$ cat src/rtl/fadc_frame_align_if.sv
// Frame-alignment bus between the fast ADC deserializer side and the alignment controller.
// The controller takes the slave view; whatever feeds fr_in and consumes the tap/slip controls takes the master view.
interface fadc_frame_align_if;
  logic       start;
  logic [7:0] fr_in;
  logic       bitslip;
  logic       dly_ld;
  logic [4:0] dly_tap;
  logic [2:0] slip_cnt;
  logic       locked;
  logic       fail;
  logic       busy;

  modport master (
    output start, fr_in,
    input  bitslip, dly_ld, dly_tap, slip_cnt, locked, fail, busy
  );

  modport slave (
    input  start, fr_in,
    output bitslip, dly_ld, dly_tap, slip_cnt, locked, fail, busy
  );
endinterface

$ cat src/rtl/fadc_frame_align.sv
// Per-ADC frame alignment controller: walks bit-slip positions, then IDELAY taps,
// until the deserialized frame word matches FRAME_PATTERN stably; reacquires on loss of lock.
module fadc_frame_align #(
  parameter int         NUM_BITS      = 8,
  parameter logic [7:0] FRAME_PATTERN = 8'b11110000,
  parameter int         SETTLE_CYCLES = 16,
  parameter int         VERIFY_COUNT  = 64,
  parameter int         MAX_TAPS      = 32,
  parameter int         LOSS_COUNT    = 4
) (
  input logic clk100,
  input logic rst,
  fadc_frame_align_if.slave bus
);

  localparam int TAP_W    = 5;
  localparam int SLIP_W   = 3;
  localparam int SETTLE_W = $clog2(SETTLE_CYCLES + 1);
  localparam int MATCH_W  = $clog2(VERIFY_COUNT + 1);
  localparam int LOSS_W   = $clog2(LOSS_COUNT + 1);

  localparam logic [TAP_W-1:0]    LAST_TAP    = TAP_W'(MAX_TAPS - 1);
  localparam logic [SLIP_W-1:0]   LAST_SLIP   = SLIP_W'(NUM_BITS - 1);
  localparam logic [SETTLE_W-1:0] LAST_SETTLE = SETTLE_W'(SETTLE_CYCLES - 1);
  localparam logic [MATCH_W-1:0]  VERIFY_DONE = MATCH_W'(VERIFY_COUNT);
  localparam logic [LOSS_W-1:0]   LAST_LOSS   = LOSS_W'(LOSS_COUNT - 1);

  typedef enum logic [2:0] {
    IDLE,
    SETTLE,
    CHECK,
    SLIP,
    DELAY,
    LOCKED,
    FAIL
  } state_t;

  state_t              state;
  state_t              state_nx;
  logic [TAP_W-1:0]    tap_q;
  logic [TAP_W-1:0]    tap_nx;
  logic [SLIP_W-1:0]   slip_q;
  logic [SLIP_W-1:0]   slip_nx;
  logic [SETTLE_W-1:0] settle_q;
  logic [SETTLE_W-1:0] settle_nx;
  logic [MATCH_W-1:0]  match_q;
  logic [MATCH_W-1:0]  match_nx;
  logic [LOSS_W-1:0]   loss_q;
  logic [LOSS_W-1:0]   loss_nx;
  logic                dly_ld_q;
  logic                dly_ld_nx;
  logic                restart;
  logic                frame_ok;

  assign frame_ok = (bus.fr_in == FRAME_PATTERN);

  always_ff @(posedge clk100) begin
    if (rst) begin
      state    <= IDLE;
      tap_q    <= '0;
      slip_q   <= '0;
      settle_q <= '0;
      match_q  <= '0;
      loss_q   <= '0;
      dly_ld_q <= 1'b0;
    end else begin
      state    <= state_nx;
      tap_q    <= tap_nx;
      slip_q   <= slip_nx;
      settle_q <= settle_nx;
      match_q  <= match_nx;
      loss_q   <= loss_nx;
      dly_ld_q <= dly_ld_nx;
    end
  end

  // A restart (start, or lock lost) always reloads tap 0 / slip 0 and settles again.
  always_comb begin
    state_nx  = state;
    tap_nx    = tap_q;
    slip_nx   = slip_q;
    settle_nx = settle_q;
    match_nx  = match_q;
    loss_nx   = loss_q;
    dly_ld_nx = 1'b0;
    restart   = 1'b0;

    case (state)
      IDLE: begin
        if (bus.start) begin
          restart = 1'b1;
        end
      end

      SETTLE: begin
        if (settle_q == LAST_SETTLE) begin
          state_nx = CHECK;
          match_nx = '0;
        end else begin
          settle_nx = settle_q + 1'b1;
        end
      end

      // The verify count is registered, so LOCKED follows one cycle after the last match.
      CHECK: begin
        if (match_q == VERIFY_DONE) begin
          state_nx = LOCKED;
          loss_nx  = '0;
        end else if (frame_ok) begin
          match_nx = match_q + 1'b1;
        end else if (slip_q < LAST_SLIP) begin
          state_nx = SLIP;
        end else begin
          state_nx = DELAY;
        end
      end

      SLIP: begin
        slip_nx   = slip_q + 1'b1;
        settle_nx = '0;
        state_nx  = SETTLE;
      end

      DELAY: begin
        if (tap_q == LAST_TAP) begin
          state_nx = FAIL;
        end else begin
          tap_nx    = tap_q + 1'b1;
          slip_nx   = '0;
          settle_nx = '0;
          dly_ld_nx = 1'b1;
          state_nx  = SETTLE;
        end
      end

      LOCKED: begin
        if (bus.start) begin
          restart = 1'b1;
        end else if (frame_ok) begin
          loss_nx = '0;
        end else if (loss_q == LAST_LOSS) begin
          restart = 1'b1;
        end else begin
          loss_nx = loss_q + 1'b1;
        end
      end

      FAIL: begin
        if (bus.start) begin
          restart = 1'b1;
        end
      end

      default: begin
        state_nx = IDLE;
      end
    endcase

    if (restart) begin
      state_nx  = SETTLE;
      tap_nx    = '0;
      slip_nx   = '0;
      settle_nx = '0;
      dly_ld_nx = 1'b1;
    end
  end

  assign bus.bitslip  = (state == SLIP);
  assign bus.dly_ld   = dly_ld_q;
  assign bus.dly_tap  = tap_q;
  assign bus.slip_cnt = slip_q;
  assign bus.locked   = (state == LOCKED);
  assign bus.fail     = (state == FAIL);
  assign bus.busy     = !((state == IDLE) || (state == LOCKED) || (state == FAIL));

endmodule

$ cat src/flat_wrapper.sv
// flat-port wrapper written by rule: the top's interface ports become plain ports
module fadc_frame_align_flat 
#(
  parameter int         NUM_BITS      = 8,
  parameter logic [7:0] FRAME_PATTERN = 8'b11110000,
  parameter int         SETTLE_CYCLES = 16,
  parameter int         VERIFY_COUNT  = 64,
  parameter int         MAX_TAPS      = 32,
  parameter int         LOSS_COUNT    = 4
)
  (clk100, rst, bus_start, bus_fr_in, bus_bitslip, bus_dly_ld, bus_dly_tap, bus_slip_cnt, bus_locked, bus_fail, bus_busy);
  fadc_frame_align_if bus_i ();
  input logic clk100;
  input logic rst;
  input wire logic [$bits(bus_i.start)-1:0] bus_start;
  input wire logic [$bits(bus_i.fr_in)-1:0] bus_fr_in;
  output wire logic [$bits(bus_i.bitslip)-1:0] bus_bitslip;
  output wire logic [$bits(bus_i.dly_ld)-1:0] bus_dly_ld;
  output wire logic [$bits(bus_i.dly_tap)-1:0] bus_dly_tap;
  output wire logic [$bits(bus_i.slip_cnt)-1:0] bus_slip_cnt;
  output wire logic [$bits(bus_i.locked)-1:0] bus_locked;
  output wire logic [$bits(bus_i.fail)-1:0] bus_fail;
  output wire logic [$bits(bus_i.busy)-1:0] bus_busy;
  assign bus_i.start = bus_start;
  assign bus_i.fr_in = bus_fr_in;
  assign bus_bitslip = bus_i.bitslip;
  assign bus_dly_ld = bus_i.dly_ld;
  assign bus_dly_tap = bus_i.dly_tap;
  assign bus_slip_cnt = bus_i.slip_cnt;
  assign bus_locked = bus_i.locked;
  assign bus_fail = bus_i.fail;
  assign bus_busy = bus_i.busy;
  fadc_frame_align #(.NUM_BITS(NUM_BITS), .FRAME_PATTERN(FRAME_PATTERN), .SETTLE_CYCLES(SETTLE_CYCLES), .VERIFY_COUNT(VERIFY_COUNT), .MAX_TAPS(MAX_TAPS), .LOSS_COUNT(LOSS_COUNT)) u_core (.clk100(clk100), .rst(rst), .bus(bus_i));
endmodule
$ cat config.mk
export PLATFORM = sky130hd
export DESIGN_NAME = fadc_frame_align_flat
export DESIGN_NICKNAME = d
export VERILOG_FILES = /design/src/rtl/fadc_frame_align_if.sv /design/src/rtl/fadc_frame_align.sv /design/src/flat_wrapper.sv
export SDC_FILE = /design/constraint.sdc
export NUM_CORES = 1
export LEC_CHECK = 0
export CAP_MARGIN = 30
export CORE_MARGIN = 2
export CORE_UTILIZATION = 58
export DETAILED_ROUTE_END_ITERATION = 16
export PLACE_DENSITY = 0.87
export SYNTH_ARGS = -nofsm -noshare
export SYNTH_HDL_FRONTEND = slang
export SYNTH_SLANG_ARGS = --single-unit
$ cat constraint.sdc
create_clock -name clk100 -period 5 [get_ports clk100]
set_input_delay 1.5 -clock clk100 [delete_from_list [all_inputs] [get_ports clk100]]
set_output_delay 1.5 -clock clk100 [all_outputs]
set_load 0.02 [all_outputs]
==> out/results.tsv, run 1 <==
stage	metric	value	unit
route	drt wl/cell	15.7	um
yosys	Synth Cell Area	1720	um^2
worst_setup_path	critical path depth	3	
worst_setup_path	slowest stage delay, CP	880	ps
route	ANT nets after route	0	
route	DRC	0	
sta	worst slew pin tran	806	ps
floorplanning	# rows	19	
place	gpl congestion	0.854	
worst_hold_path	hold path start	u_core.match_q[6]	
power	Power per Cell Area	182	nW/um^2
clock_network	H-tree Lvls	1	
place	placed instance area	1950	um^2
layout	Layout Nets	241	
yosys	cell taking the most area after synthesis	dfxtp_1	
place	port bufs	23	
worst_setup_path	CP top delay family	flip-flops	
layout	fill count	227	
grt	vias in the first global route	1536	
layout	share of layout cells above drive strength 1	5.91	%
sta	Relative slew margins	46.2	%
worst_setup_path	CP max FO	25	
sta	total negative slack	0	ps
sta	RSZ-0062 raised after global routing	false	
yosys	Yosys cell types	50	
sta	crit path time final	3860	ps
sta	final worst setup slack	1140	ps
clock_network	CTS tree	yes	
floorplanning	core area	2780	um^2
place	post-DP HPWL	2850	um
yosys	cells after synthesis	203	
worst_setup_path	CP startpoint	u_core.state[0]	
sta	Max Clock Freq	259	MHz
worst_hold_path	Min-Delay Path Depth	2	
route	vias per cell	6.34	
worst_setup_path	Setup crit start kind	flop	
yosys	Async SR Flop Fraction	0	%
worst_setup_path	reg2reg start	u_core.state[0]	
run_status	status	complete, no violations	
clock_network	postcts setup bufs	0	
route	via count	1592	
worst_setup_path	CP endpoint kind	output pin	
floorplanning	Initial Util	61.9	%
sta	# setup viols final	0	
clock_network	Clk pin slew, worst setup/hold paths	160	ps
clock_network	Longest Clk Path Bufs	2	
route	Routed WL	3940	um
worst_setup_path	Worst EP arrival	2360	ps
route	DR iter-0 viols	89	
grt	gr usage total	25.3	%
route	TritonRoute pass-1 iters	4	
layout	P&R area growth vs syn	14.8	%
clock_network	# clock sinks	27	
yosys	syn_nets	223	
yosys	main flop type after synthesis	dfxtp_1	
sta	final worst path period share	77.2	%
sta	Hold Vio Cnt, Final	0	
worst_setup_path	cells on worst reg2reg path	4	
yosys	YS warnings	0	
run	max_cap viols	0	
yosys	Synth Register Bits	27	
yosys	Synth top area share	31.4	%
layout	multi-input combinational cell area	1080	um^2
grt	first-pass GRT wire length	6840	um
clock_network	TritonCTS Buffers	3	
floorplanning	Die H	58.5	um
power	Peak supply drop	0.193	mV
floorplanning	DIE AREA	3420	um^2
worst_setup_path	worst-path cell chain	nand3b_1 -> inv_1 -> clkdlybuf4s50_1	
worst_hold_path	worst hold path type	flop to flop	
yosys	sequential element share of the synthesized area	31.4	%
place	Post-Place Worst Slack	1400	ps
worst_setup_path	CP Data Required Time	3500	ps
grt	total grt overflow	0	
clock_network	CTS root buf	clkbuf_4	
floorplanning	boundary pin count	24	
yosys	synth top area cells	dfxtp_1, ha_1, a21oi_1, mux2i_1, nor2_1	
sta	clk_skew	1.61	ps
yosys	Mean Syn Cell Area	8.47	um^2
clock_network	Post-CTS Hold Buffers	0	
worst_setup_path	slowest stage cell, crit path	dfxtp_1	
sta	Slew Limit Fails	0	
layout	FF/Latch Area	541	um^2
worst_setup_path	Setup CP Type	flop to output pin	
yosys	EDFF count, synth	0	
grt	largest net degree at the start of global routing	26	
power	LEAKAGE	0.657	nW
worst_setup_path	worst path bufs/invs	2	
grt	antenna violations before repair	0	
layout	Util after Layout	71.0	%
layout	diode count	0	
clock_network	Resize count post-CTS	0	
layout	finished layout cell area	1980	um^2
floorplanning	Die Wd	58.5	um
clock_network	Clock Latency Late Sink	350	ps
worst min-delay path, delay by kind of cell (launching register included):
kind             cells  cell delay, ps
AND/OR/NAND/NOR      1              60
multiplexers         1              50
flip-flops           1             360
synthesized netlist by cell type, types with 2 or more instances:
library cell,count
nand2_1,12
nand3b_1,3
and3b_1,2
a31oi_1,2
nor3_1,3
a2111oi_0,3
nand4_1,2
mux2i_1,8
a211oi_1,4
ha_1,9
clkbuf_1,4
nand2b_1,5
dfxtp_1,27
o211ai_1,3
and3_1,3
or3_1,7
nand3_1,6
nor4_1,2
o311ai_0,3
buf_2,5
xor2_1,4
nor2_1,15
inv_1,14
nand4bb_1,2
nor2b_1,2
nand4b_1,4
a21oi_1,18
o21ai_0,9
cell families (layout without fill, tap and decap cells):
kind of cell             Yosys count  count (layout)  share of synthesized area, %
AO/OA/AOI/OAI                     50              50                          19.1
XOR/XNOR                           5               5                          2.55
adder cells (fa/ha/maj)            9               9                          6.55
buffers and inverters             24              41                          5.60
flip-flops                        27              27                          31.4
multiplexers                       9               9                          5.31
AND/OR/NAND/NOR                   79              79                          29.5
cell usage in the layout (no fill, tap or decap), types with 4 or more instances in the layout:
| cell | Yosys | layout |
|---|---|---|
| a211oi_1 | 4 | 4 |
| a21oi_1 | 18 | 18 |
| clkdlybuf4s50_1 | 0 | 23 |
| dfxtp_1 | 27 | 27 |
| ha_1 | 9 | 9 |
| inv_1 | 14 | 14 |
| mux2i_1 | 8 | 8 |
| nand2_1 | 12 | 12 |
| nand2b_1 | 5 | 5 |
| nand3_1 | 6 | 6 |
| nand4b_1 | 4 | 4 |
| nor2_1 | 15 | 15 |
| o21ai_0 | 9 | 9 |
| or3_1 | 7 | 7 |
| xor2_1 | 4 | 4 |
metrics by stage:
stage | std cells | hold WS, ps | power, mW
2_1_floorplan | 203 | 447 | 0.245
3_5_place_dp | 247 | 468 | 0.260
3_3_place_gp | 247 | 458 | 0.259
5_1_grt | 251 | 538 | 0.373
4_1_cts | 251 | 490 | 0.361
6_report | 251 | 491 | 0.360
final cells by class:
type                            instances  share of cell area, %
Clock inverter                          1                  0.380
Multi-Input combinational cell        152                   54.8
Sequential cell                        27                   27.4
Timing Repair Buffer                   23                   11.7
Clock buffer                            3                   1.14
Inverter                               14                   2.66
Tap cell                               31                   1.96
registers in the layout (all words and copies together) (netlist names):
| signal | count |
|---|---|
| u_core.match_q | 7 |
| u_core.bus.dly_tap | 5 |
| u_core.settle_q | 5 |
| u_core.bus.slip_cnt | 3 |
| u_core.loss_q | 3 |
| u_core.state | 3 |
| u_core.bus.dly_ld | 1 |
final timing paths:
check	endpoint	slack [ps]
worst max-delay path	bus_locked	1140
worst min-delay path	u_core.match_q[6]	490
worst min register to register	u_core.match_q[6]	490
worst max register to register	u_core.bus.slip_cnt[1]	2600
metal layers:
layer	up-vias	GRT usage, %	routed length (um)
met2	55	42.5	1970
met1	746	33.2	1690
li1	784	-	-
met5	-	0	0
met4	0	9.30	56
met3	7	2.86	229
power breakdown:
group          switching [mW]  leakage [nW]  internal (mW)  total, mW
Combinational          0.0159         0.425         0.0173     0.0332
Sequential            0.00538         0.218          0.217      0.223
Clock                  0.0735        0.0139         0.0308      0.104
Total                  0.0948         0.657          0.265      0.360
Note: power is estimated with default switching activity, not from simulation.
==> run 2: changes to the inputs <==
--- a/config.mk
+++ b/config.mk
@@ -7,9 +7,9 @@
 export LEC_CHECK = 0
 export CAP_MARGIN = 30
 export CORE_MARGIN = 2
-export CORE_UTILIZATION = 58
+export CORE_UTILIZATION = 49
 export DETAILED_ROUTE_END_ITERATION = 16
-export PLACE_DENSITY = 0.87
+export PLACE_DENSITY = 0.79
 export SYNTH_ARGS = -nofsm -noshare
 export SYNTH_HDL_FRONTEND = slang
 export SYNTH_SLANG_ARGS = --single-unit
==> constraint.sdc (replaced) <==
create_clock -name clk100 -period 3.4 [get_ports clk100]
set_input_delay 1.02 -clock clk100 [delete_from_list [all_inputs] [get_ports clk100]]
set_output_delay 1.02 -clock clk100 [all_outputs]
set_load 0.02 [all_outputs]
==> out/results.tsv, run 2 (synthesized netlist as in run 1, its figures left out) <==
stage	metric	value	unit	change
worst_setup_path	Setup crit start kind	flop		
power	Peak supply drop	0.149	mV	-23%
worst_hold_path	Hold EP	u_core.settle_q[3]		
clock_network	Longest Clk Path Bufs	2		unchanged
route	DRC	0		unchanged
layout	P&R area growth vs syn	18.5	%	
sta	# setup viols final	0		unchanged
grt	antenna violations before repair	0		unchanged
grt	gr usage total	21.1	%	-4.1 points
worst_setup_path	slowest stage delay, CP	750	ps	-130 ps
worst_setup_path	reg2reg start	u_core.bus.dly_tap[0]		
place	gpl congestion	0.873		+2.2%
sta	RSZ-0062 raised after global routing	false		
power	Sw Share	25.7	%	-0.59 points
sta	Hold Vio Cnt, Final	0		unchanged
layout	Non-Filler Instances	272		+8.4%
worst_setup_path	cells on worst reg2reg path	7		+3
worst_setup_path	Worst R2R End	u_core.settle_q[3]		
clock_network	CTS tree	yes		
grt	largest net degree at the start of global routing	21		-19%
clock_network	Resize count post-CTS	0		unchanged
layout	fill count	339		+49%
grt	total grt overflow	0		unchanged
place	post-DP HPWL	2850	um	-0.11%
route	vias per cell	5.78		-8.9%
worst_setup_path	Setup CP Type	flop to output pin		
power	sequential share of power	61.5	%	-0.3 points
run_status	status	complete, no violations		
route	ANT nets after route	0		unchanged
worst_setup_path	CP max FO	20		-20%
worst_setup_path	slowest stage cell, crit path	dfxtp_1		
clock_network	H-tree Lvls	1		unchanged
layout	multi-input combinational cell area	1080	um^2	unchanged
layout	Layout Nets	247		+2.5%
clock_network	Clk pin slew, worst setup/hold paths	160	ps	about the same
layout	Most flops, register	u_core.match_q		
clock_network	# clock sinks	27		unchanged
floorplanning	core area	3360	um^2	+21%
route	drt wl/cell	14.1	um	-9.9%
worst_hold_path	hold path start	u_core.settle_q[3]		
power	LEAKAGE	0.685	nW	+4.3%
worst_hold_path	worst hold path type	flop to flop		
grt	first-pass GRT wire length	6850	um	+0.20%
layout	commonest cells after routing, fill and taps aside	dfxtp_1, clkdlybuf4s50_1, a21oi_1		
floorplanning	Die Wd	63.3	um	+8.2%
power	Tot Pwr	0.529	mW	+47%
power	Int Pwr	0.393	mW	+48%
floorplanning	Die H	63.3	um	+8.2%
sta	final worst path period share	92.0	%	
grt	vias in the first global route	1476		-3.9%
sta	total negative slack	0	ps	unchanged
worst_setup_path	reg2reg setup slack	1070	ps	-1530 ps
layout	number of flip-flops in the largest register	7		unchanged
run	max_cap viols	0		unchanged
worst_setup_path	CP endpoint kind	output pin		
place	Placed Cells	268		+8.5%
layout	diode count	0		unchanged
clock_network	TritonCTS Buffers	3		unchanged
worst_setup_path	CP top delay family	flip-flops		
route	via count	1572		-1.3%
worst_setup_path	worst path bufs/invs	1		-1
floorplanning	Initial Util	51.2	%	-11 points
worst_setup_path	CP Data Required Time	2380	ps	-1120 ps
floorplanning	# rows	21		+2
power	Logic pwr share	10.4	%	+1.2 points
clock_network	Post-CTS Hold Buffers	0		unchanged
layout	FF/Latch Area	541	um^2	unchanged
sta	Max Clock Freq	320	MHz	
place	port bufs	23		unchanged
power	NetSw	0.136	mW	+44%
sta	clk_skew	4.10	ps	+2.49 ps
route	DR iter-0 viols	89		unchanged
layout	share of layout cells above drive strength 1	8.41	%	+2.5 points
worst_setup_path	worst-path cell chain	and3b_1 -> clkdlybuf4s50_1		
worst_setup_path	Worst EP arrival	2110	ps	-250 ps
power	Power per Cell Area	259	nW/um^2	+42%
floorplanning	DIE AREA	4000	um^2	+17%
sta	worst slew pin tran	689	ps	-117 ps
floorplanning	boundary pin count	24		unchanged
sta	crit path time final	3130	ps	
power	Clk pwr share	28.2	%	-0.8 points
worst_hold_path	Min-Delay Path Depth	2		unchanged
clock_network	Clock Latency Late Sink	340	ps	about the same
clock_network	CTS root buf	clkbuf_4		
route	TritonRoute pass-1 iters	4		unchanged
sta	Slew Limit Fails	0		unchanged
clock_network	postcts setup bufs	0		unchanged
layout	commonest non-fill, non-tap cell in the layout	dfxtp_1		
sta	Relative slew margins	53.9	%	+7.7 points
route	Routed WL	3850	um	-2.3%
[run 2: changes by cell type in the layout (fill, tap and decap cells not counted)]
cell / change
buf_4: +6
[run 2: worst max path at each step]
| stage | slack, ps | depth (start not counted) | endpoint | start |
|---|---|---|---|---|
| CTS | 280 | 3 | bus_locked | u_core.state[0] |
| global route | 140 | 3 | bus_locked | u_core.state[0] |
| global placement | 370 | 5 | u_core.match_q[6] | bus_fr_in[1] |
| floorplan | 1080 | 5 | u_core.match_q[5] | bus_fr_in[1] |
| detailed placement | 320 | 5 | u_core.match_q[6] | bus_fr_in[1] |
| finish | 270 | 2 | bus_bitslip | u_core.state[1] |
[run 2: power groups by stage]
stage                     clock (mW)  sequential (mW)  combinational (mW)
after detailed placement           0            0.332              0.0550
after global routing           0.168            0.326              0.0607
after global placement             0            0.331              0.0541
after floorplan                    0            0.328              0.0329
final                          0.149            0.325              0.0549
after CTS                      0.152            0.325              0.0552
[run 2: layout make-up]
cell class	count	area share [%]
multi-input cells	152	53.1
clock inverters	1	0.368
flip-flops and latches	27	26.5
inverters	14	2.58
clock buffers	3	1.10
well taps	46	2.82
repair buffers	29	13.5
[run 2: per-stage QoR]
step	hold slack, ps	utilization, %	area, um^2	worst slack [ps]
5_1_grt	535	60.6	2040	135
6_report	494	60.6	2040	274
2_1_floorplan	447	-	1720	1080
3_5_place_dp	475	59.7	2010	323
4_1_cts	496	60.6	2040	284
3_3_place_gp	468	59.7	2010	373
[run 2: layer usage]
metal	track usage, %	vias up	routed length (um)
li1	-	803	-
met2	33.4	39	1770
met1	29.4	725	1810
met5	0	-	0
met3	3.57	5	213
met4	6.79	0	51
[run 2: worst register-to-register path, stage by stage (launching register included)]
cell	delay, ps
dfxtp_1	380
ha_1	220
and3_1	180
ha_1	240
nor4b_4	610
a31oi_2	140
or3_1	380
a21oi_1	140
